===== config.mk =====
export PLATFORM = sky130hd
export DESIGN_NAME = mem_port_arbiter
export DESIGN_NICKNAME = d
export VERILOG_FILES = /design/src/rtl/mem_port_arbiter_pkg.sv /design/src/rtl/mem_arb_perf_cnt.sv /design/src/rtl/mem_port_arbiter.sv
export SDC_FILE = /design/constraint.sdc
export NUM_CORES = 1
export LEC_CHECK = 0
export ABC_CLOCK_PERIOD_IN_PS = 40200
export CORE_AREA = 5 5 540 542
export DETAILED_ROUTE_END_ITERATION = 10
export DIE_AREA = 0 0 545 547
export GPL_ROUTABILITY_DRIVEN = 0
export PLACE_DENSITY = 0.3
export SYNTH_ARGS = -nofsm -noshare
export SYNTH_HDL_FRONTEND = slang
export SYNTH_SLANG_ARGS = --single-unit

===== constraint.sdc =====
create_clock -name clk_i -period 40.2 [get_ports clk_i]
set_input_delay 8.04 -clock clk_i [delete_from_list [all_inputs] [get_ports clk_i]]
set_output_delay 8.04 -clock clk_i [all_outputs]
set_load 0.05 [all_outputs]

===== src/rtl/mem_port_arbiter_pkg.sv =====
// rtl/mem_port_arbiter_pkg.sv - shared state encoding and width defaults for the memory port arbiter
package mem_port_arbiter_pkg;

  localparam int ADDR_W_DEF = 32;
  localparam int LINE_W_DEF = 256;

  typedef enum logic [1:0] {
    ST_IDLE   = 2'd0,
    ST_BUSY_I = 2'd1,
    ST_BUSY_D = 2'd2,
    ST_RESP   = 2'd3
  } arb_state_t;

endpackage


===== src/rtl/mem_arb_perf_cnt.sv =====
// rtl/mem_arb_perf_cnt.sv - stall-cycle and grant counters, built only with MEM_ARB_PERF_EN
`ifdef MEM_ARB_PERF_EN
module mem_arb_perf_cnt (
  input  logic        clk_i,
  input  logic        rst_i,
  input  logic        stall_i,
  input  logic        grant_i,
  output logic [31:0] stall_cnt_o,
  output logic [15:0] grant_cnt_o
);

  // Both counters wrap naturally at their width.
  always_ff @(posedge clk_i or posedge rst_i) begin
    if (rst_i) begin
      stall_cnt_o <= '0;
      grant_cnt_o <= '0;
    end else begin
      if (stall_i) stall_cnt_o <= stall_cnt_o + 32'd1;
      if (grant_i) grant_cnt_o <= grant_cnt_o + 16'd1;
    end
  end

endmodule
`endif


===== src/rtl/mem_port_arbiter.sv =====
// rtl/mem_port_arbiter.sv - shares the memory port between I- and D-cache refills, D first
// MEM_ARB_PERF_EN adds stall_cnt_o / grant_cnt_o via mem_arb_perf_cnt.
module mem_port_arbiter
  import mem_port_arbiter_pkg::*;
#(
  parameter int ADDR_W = ADDR_W_DEF,
  parameter int LINE_W = LINE_W_DEF
) (
  input  logic              clk_i,
  input  logic              rst_i,
  input  logic              i_req_i,
  input  logic [ADDR_W-1:0] i_addr_i,
  output logic              i_ack_o,
  output logic [LINE_W-1:0] i_rdata_o,
  input  logic              d_req_i,
  input  logic              d_we_i,
  input  logic [ADDR_W-1:0] d_addr_i,
  input  logic [LINE_W-1:0] d_wdata_i,
  output logic              d_ack_o,
  output logic [LINE_W-1:0] d_rdata_o,
  output logic              mem_req_o,
  output logic              mem_we_o,
  output logic [ADDR_W-1:0] mem_addr_o,
  output logic [LINE_W-1:0] mem_wdata_o,
  input  logic              mem_ack_i,
  input  logic [LINE_W-1:0] mem_rdata_i,
  output logic              mem_stall_o
`ifdef MEM_ARB_PERF_EN
  ,
  output logic [31:0]       stall_cnt_o,
  output logic [15:0]       grant_cnt_o
`endif
);

  arb_state_t state_q, state_d;
  logic       owner_d_q;
  logic       we_q;
  logic       grant_d, grant_i, capture;

  always_comb begin
    state_d = state_q;
    grant_d = 1'b0;
    grant_i = 1'b0;
    capture = 1'b0;
    case (state_q)
      ST_IDLE: begin
        // The D miss belongs to the older instruction, so it wins ties.
        if (d_req_i) begin
          grant_d = 1'b1;
          state_d = ST_BUSY_D;
        end else if (i_req_i) begin
          grant_i = 1'b1;
          state_d = ST_BUSY_I;
        end
      end
      ST_BUSY_I, ST_BUSY_D: begin
        if (mem_ack_i) begin
          capture = 1'b1;
          state_d = ST_RESP;
        end
      end
      ST_RESP: state_d = ST_IDLE;
      default: state_d = ST_IDLE;
    endcase
  end

  always_ff @(posedge clk_i or posedge rst_i) begin
    if (rst_i) begin
      state_q     <= ST_IDLE;
      owner_d_q   <= 1'b0;
      we_q        <= 1'b0;
      mem_addr_o  <= '0;
      mem_wdata_o <= '0;
      i_rdata_o   <= '0;
      d_rdata_o   <= '0;
    end else begin
      state_q <= state_d;
      if (grant_d) begin
        owner_d_q   <= 1'b1;
        we_q        <= d_we_i;
        mem_addr_o  <= d_addr_i;
        mem_wdata_o <= d_wdata_i;
      end else if (grant_i) begin
        owner_d_q   <= 1'b0;
        we_q        <= 1'b0;
        mem_addr_o  <= i_addr_i;
        mem_wdata_o <= '0;
      end
      // A writeback leaves the last D read line untouched.
      if (capture) begin
        if (!owner_d_q) i_rdata_o <= mem_rdata_i;
        else if (!we_q) d_rdata_o <= mem_rdata_i;
      end
    end
  end

  assign mem_req_o   = (state_q == ST_BUSY_I) || (state_q == ST_BUSY_D);
  assign mem_we_o    = mem_req_o & we_q;
  assign i_ack_o     = (state_q == ST_RESP) & ~owner_d_q;
  assign d_ack_o     = (state_q == ST_RESP) & owner_d_q;
  assign mem_stall_o = (i_req_i & ~i_ack_o) | (d_req_i & ~d_ack_o);

`ifdef MEM_ARB_PERF_EN
  mem_arb_perf_cnt u_perf (
    .clk_i       (clk_i),
    .rst_i       (rst_i),
    .stall_i     (mem_stall_o),
    .grant_i     (i_ack_o | d_ack_o),
    .stall_cnt_o (stall_cnt_o),
    .grant_cnt_o (grant_cnt_o)
  );
`endif

endmodule

# --- Yosys cells after proc, flatten, opt, wreduce, memory -nomap -nowiden ---
# Cells that the tools add are included.
word_totals:
  inputBits: 582
  out_inout_bits: 805
  reg_bits: 804
  elab_cells: 47
op_classes:
  mux: 18
  bitwise_logic: 10
  n_eq_ne: 5
  reduce_logical: 7
op_table:
  columns: ["operator", "n"]
  rows:
  - ["$mux W256", 2]
  - ["$mux W32", 2]
  - ["$mux W1", 10]
  - ["$mux W2", 3]
  - ["$pmux W2 S3", 1]
  - ["$and A1 B1 Y1", 5]
  - ["$eq A2 B2 Y1 const B", 2]
  - ["$not A1 Y1", 4]
  - ["$reduce_and A2 Y1", 2]
  - ["$ne A3 B3 Y1 const B", 1]
  - ["$reduce_and A3 Y1", 1]
  - ["$eq A2 B1 Y1 const B", 1]
  - ["$logic_not A2 Y1", 1]
  - ["$ne A2 B2 Y1 const B", 1]
  - ["$reduce_bool A2 Y1", 1]
  - ["$reduce_or A2 Y1", 1]
  - ["$logic_or A1 B1 Y1", 1]
  - ["$or A1 B1 Y1", 1]

# --- Depth between registers and ports, before layout ---
depth:
  ltp_word: 5
  ltp_mapped: 8
  depth_no_buf: 5

# --- Worst setup path before layout ---
# No wires, ideal clock.
synth_path:
  path_type: "input-to-output"
  from: "in i_req_i"
  to: "out mem_stall_o"
  path_buffers: 0
  stages: 3
  path_slack_ns: 23.140
  t_required_ns: 32.160
  arrival_time_ns: 9.020
  path_cell_list: "inv_1 -> nor2_1 -> a2bb2oi_1"
synth_between:
  elab_chain_len: 2
synth_rtl:
  columns: ["item", "line", "source"]
  rows:
  - ["from (decl)", "mem_port_arbiter.sv:11", "input logic i_req_i,"]
  - ["$and A1 B1 Y1", "mem_port_arbiter.sv:101", "assign mem_stall_o = (i_req_i & ~i_ack_o) | (d_req_i & ~d_ack_o);"]
  - ["$or A1 B1 Y1", "mem_port_arbiter.sv:101", null]
  - ["to (decl)", "mem_port_arbiter.sv:27", "output logic mem_stall_o"]
# Every way passes these cells.

# --- Worst setup path in the final report ---
# Ends and elaborated chain as after synthesis.

==> out/metrics.csv <==
stage,metric,value,unit
finish,final_cells,7634,
synth,post_synth.cell_area_avg,12.9,um^2
timing,relSlewSlack,22.0,%
synth,netlist_top_cells_area,"dfrtp_1, mux2_2, nand2_1",
timing,layout_setup_ws,21910,ps
global_route,overflow,0,
timing,worst_pin_slew,1170,ps
route,drt-vias-per-instance,3.24,
power_and_ir_drop,ir_drop,0.0448,mV
timing,setup_tns,0,ps
finish,seqCellArea,0.0201,mm^2
synth,ys_seq_area_share,65.6,%
floorplanning,core_area,0.286,mm^2
clock_network,cts_hold_buf,0,
clock_network,clk_path_buf_depth,4,
floorplanning,die_width,545,um
critical_path,crit_required,32160,ps
floorplanning,die_y,547,um
clock_network,h-tree-depth,3,
synth,yosys_warnings,0,
route,ant_nets,0,
critical_path,crit_path_end_kind,output port,
global_route,grt_max_degree,166,
synth,ys_ff_latch,804,
floorplanning,rows,197,
floorplanning,io_pins,1387,
critical_path,crit_arrival,10250,ps
timing,min_period,18290,ps
clock_network,cts_root_buf,clkbuf_16,
timing,setup-violations-final,0,
clock_network,cts-buffers-inserted,115,
placement,port_buffers,1386,
run_status,status,completed,
placement,pre_cts_slack,21790,ps
floorplanning,dieArea,0.298,mm^2
finish,area_delta_synth_final,70.8,%
global_route,grt_use_total,12.2,%
timing,finalMaxSlewViolations,0,
global_route,grt_antenna_before_repair,108,
synth,yosysTopAreaCell,dfrtp_1,
route,wirelength,190000,um
route,drc,0,
finish,fillCellCount,31544,
critical_path,crit_type,input port to output port,
timing,finalCritPeriodShare,45.5,%
route,wl_per_cell,24.9,um
synth,netlist_instances,2369,
synth,synth_nets,2954,
route,num_vias,24708,
job,max_cap_viol_count,0,
clock_network,worstSkewPairLatency,820,ps
clock_network,cts_tree,done,
floorplanning,start_util,10.7,%
synth,netlist_area,0.0307,mm^2
route,drtPass1Iterations,5,
placement,hpwl,149000,um
clock_network,clk_pin_slew,60,ps
power_and_ir_drop,p_leak,21.7,nW
critical_path,cp_max_fo,4,
global_route,grt_pass1_wl,251000,um
route,drt_iter0_drc,873,
finish,nets,4334,
worst_hold_path,hold_path_class,flip-flop to flip-flop,
global_route,grt_pass1_vias,26509,
synth,netlist.area_leader.share,65.6,%
clock_network,post_cts_resized,0,
finish,drive_above_1_share,18.6,%
power_and_ir_drop,power.density,108,mW/mm^2
placement,dp.cells,7413,
clock_network,postCtsSetupBuffers,0,
synth,ys_types,20,
timing,hold_viol,0,
timing,fin_worst_skew,46.0,ps
finish,multi_input_area,0.00964,mm^2
clock_network,cts_sinks,804,
critical_path,cp-start-kind,input port,
timing,fmax,54.7,MHz
timing,rsz0062_at_grt,no,
## power breakdown
group	switching, mW	total, mW	internal (mW)
Clock	0.411	1.02	0.604
Combinational	2.16	3.21	1.05
Sequential	0.224	1.43	1.21
## final timing paths
path | cells after the start | slack, ps | from | end
max in group asynchronous | 5 | 29370 | rst_i | mem_wdata_o[42]$_DFFE_PP0P_
worst min register to register | 2 | 480 | mem_wdata_o[101]$_DFFE_PP0P_ | mem_wdata_o[101]$_DFFE_PP0P_
worst min-delay path | 2 | 480 | mem_wdata_o[101]$_DFFE_PP0P_ | mem_wdata_o[101]$_DFFE_PP0P_
worst max register to register | 7 | 35740 | state_q[0]$_DFFE_PP0P_ | d_rdata_o[171]$_DFFE_PP0P_
min in group asynchronous | 2 | 7760 | rst_i | mem_wdata_o[155]$_DFFE_PP0P_
worst max-delay path | 5 | 21910 | i_req_i | mem_stall_o
## state kept, by name (all words and copies together) (netlist names)
| name | flops |
|---|---|
| i_rdata_o | 256 |
| owner_d_q | 1 |
| state_q | 2 |
| mem_wdata_o | 256 |
| mem_addr_o | 32 |
| d_rdata_o | 256 |
| we_q | 1 |
## cells in the mapped netlist (all sizes together)
master / n
nand2: 518
clkbuf: 23
and2: 3
ha: 3
mux2: 512
o21ai: 1
a2bb2oi: 1
nand4b: 1
nor2b: 1
nand3: 257
a21oi: 37
nor2: 35
inv: 4
o22ai: 32
nand2b: 3
nand3b: 2
buf: 132
dfrtp: 804
## through the flow
| stage | area, um^2 | hold slack, ps | total power [mW] | utilization [%] |
|---|---|---|---|---|
| final | 52400 | 483 | 5.65 | 18.3 |
| after global routing | 52400 | 509 | 5.93 | 18.3 |
| after CTS | 52400 | 490 | 5.79 | 18.3 |
| after detailed placement | 48700 | 477 | 4.73 | 17.0 |
| after global placement | 48700 | 472 | 4.72 | 17.0 |
| after floorplan | 30700 | 465 | 3.39 | - |
## cells by family (layout without fill, tap and decap cells)
kind of cell | Yosys count | after routing | share of synthesized area [%]
simple gates | 820 | 820 | 11.2
flops | 804 | 804 | 65.6
mux | 512 | 512 | 18.8
buf+inv | 159 | 1622 | 3.01
compound gates | 71 | 71 | 1.30
fa+ha+maj | 3 | 3 | 0.122
other cells | 0 | 21 | 0
## metal layers
metal	up-vias	track usage [%]	wire length, um
met5	-	0	465
met1	12335	12.5	67200
li1	10863	-	-
met2	1119	22.6	97700
met4	74	2.30	3900
met3	317	5.70	20500
## cell type report
class                           count  share of cell area (%)
Multi-Input combinational cell   1406                    18.4
Antenna cell                       21                   0.100
Timing Repair Buffer             1418                    27.0
Sequential cell                   804                    38.4
Tap cell                         3781                    9.03
Inverter                            4                  0.0430
Clock buffer                      175                    6.42
Clock inverter                     25                   0.604
## critical path, cell delays in order
cell             delay (ps)
clkdlybuf4s50_1         630
inv_1                   130
nor2_1                  140
a2bb2oi_1               400
clkdlybuf4s50_1         890
## cell usage in the layout, fill, tap and decap left out
master	netlist	layout
inv_16	0	1
a2bb2oi_1	1	1
nand3b_1	2	2
clkinv_2	0	10
and2_1	3	2
bufinv_16	0	5
nand3_1	257	257
nand2_1	518	517
o22ai_1	32	32
inv_8	0	1
o21ai_0	1	1
nand4b_1	1	1
buf_12	0	4
inv_1	4	3
clkbuf_16	0	116
inv_6	0	2
nor2_1	35	35
clkinv_16	0	1
clkbuf_1	23	35
a21oi_1	37	37
diode_2	0	21
buf_4	15	29
dfrtp_1	804	804
and2_4	0	1
ha_1	3	3
clkinv_4	0	3
clkbuf_8	0	24
nand2b_1	3	3
clkinvlp_4	0	3
nand2_4	0	1
nor2b_1	1	1
clkdlybuf4s50_1	0	1385
mux2_2	512	512
Note: power is estimated with default switching activity, not from simulation.
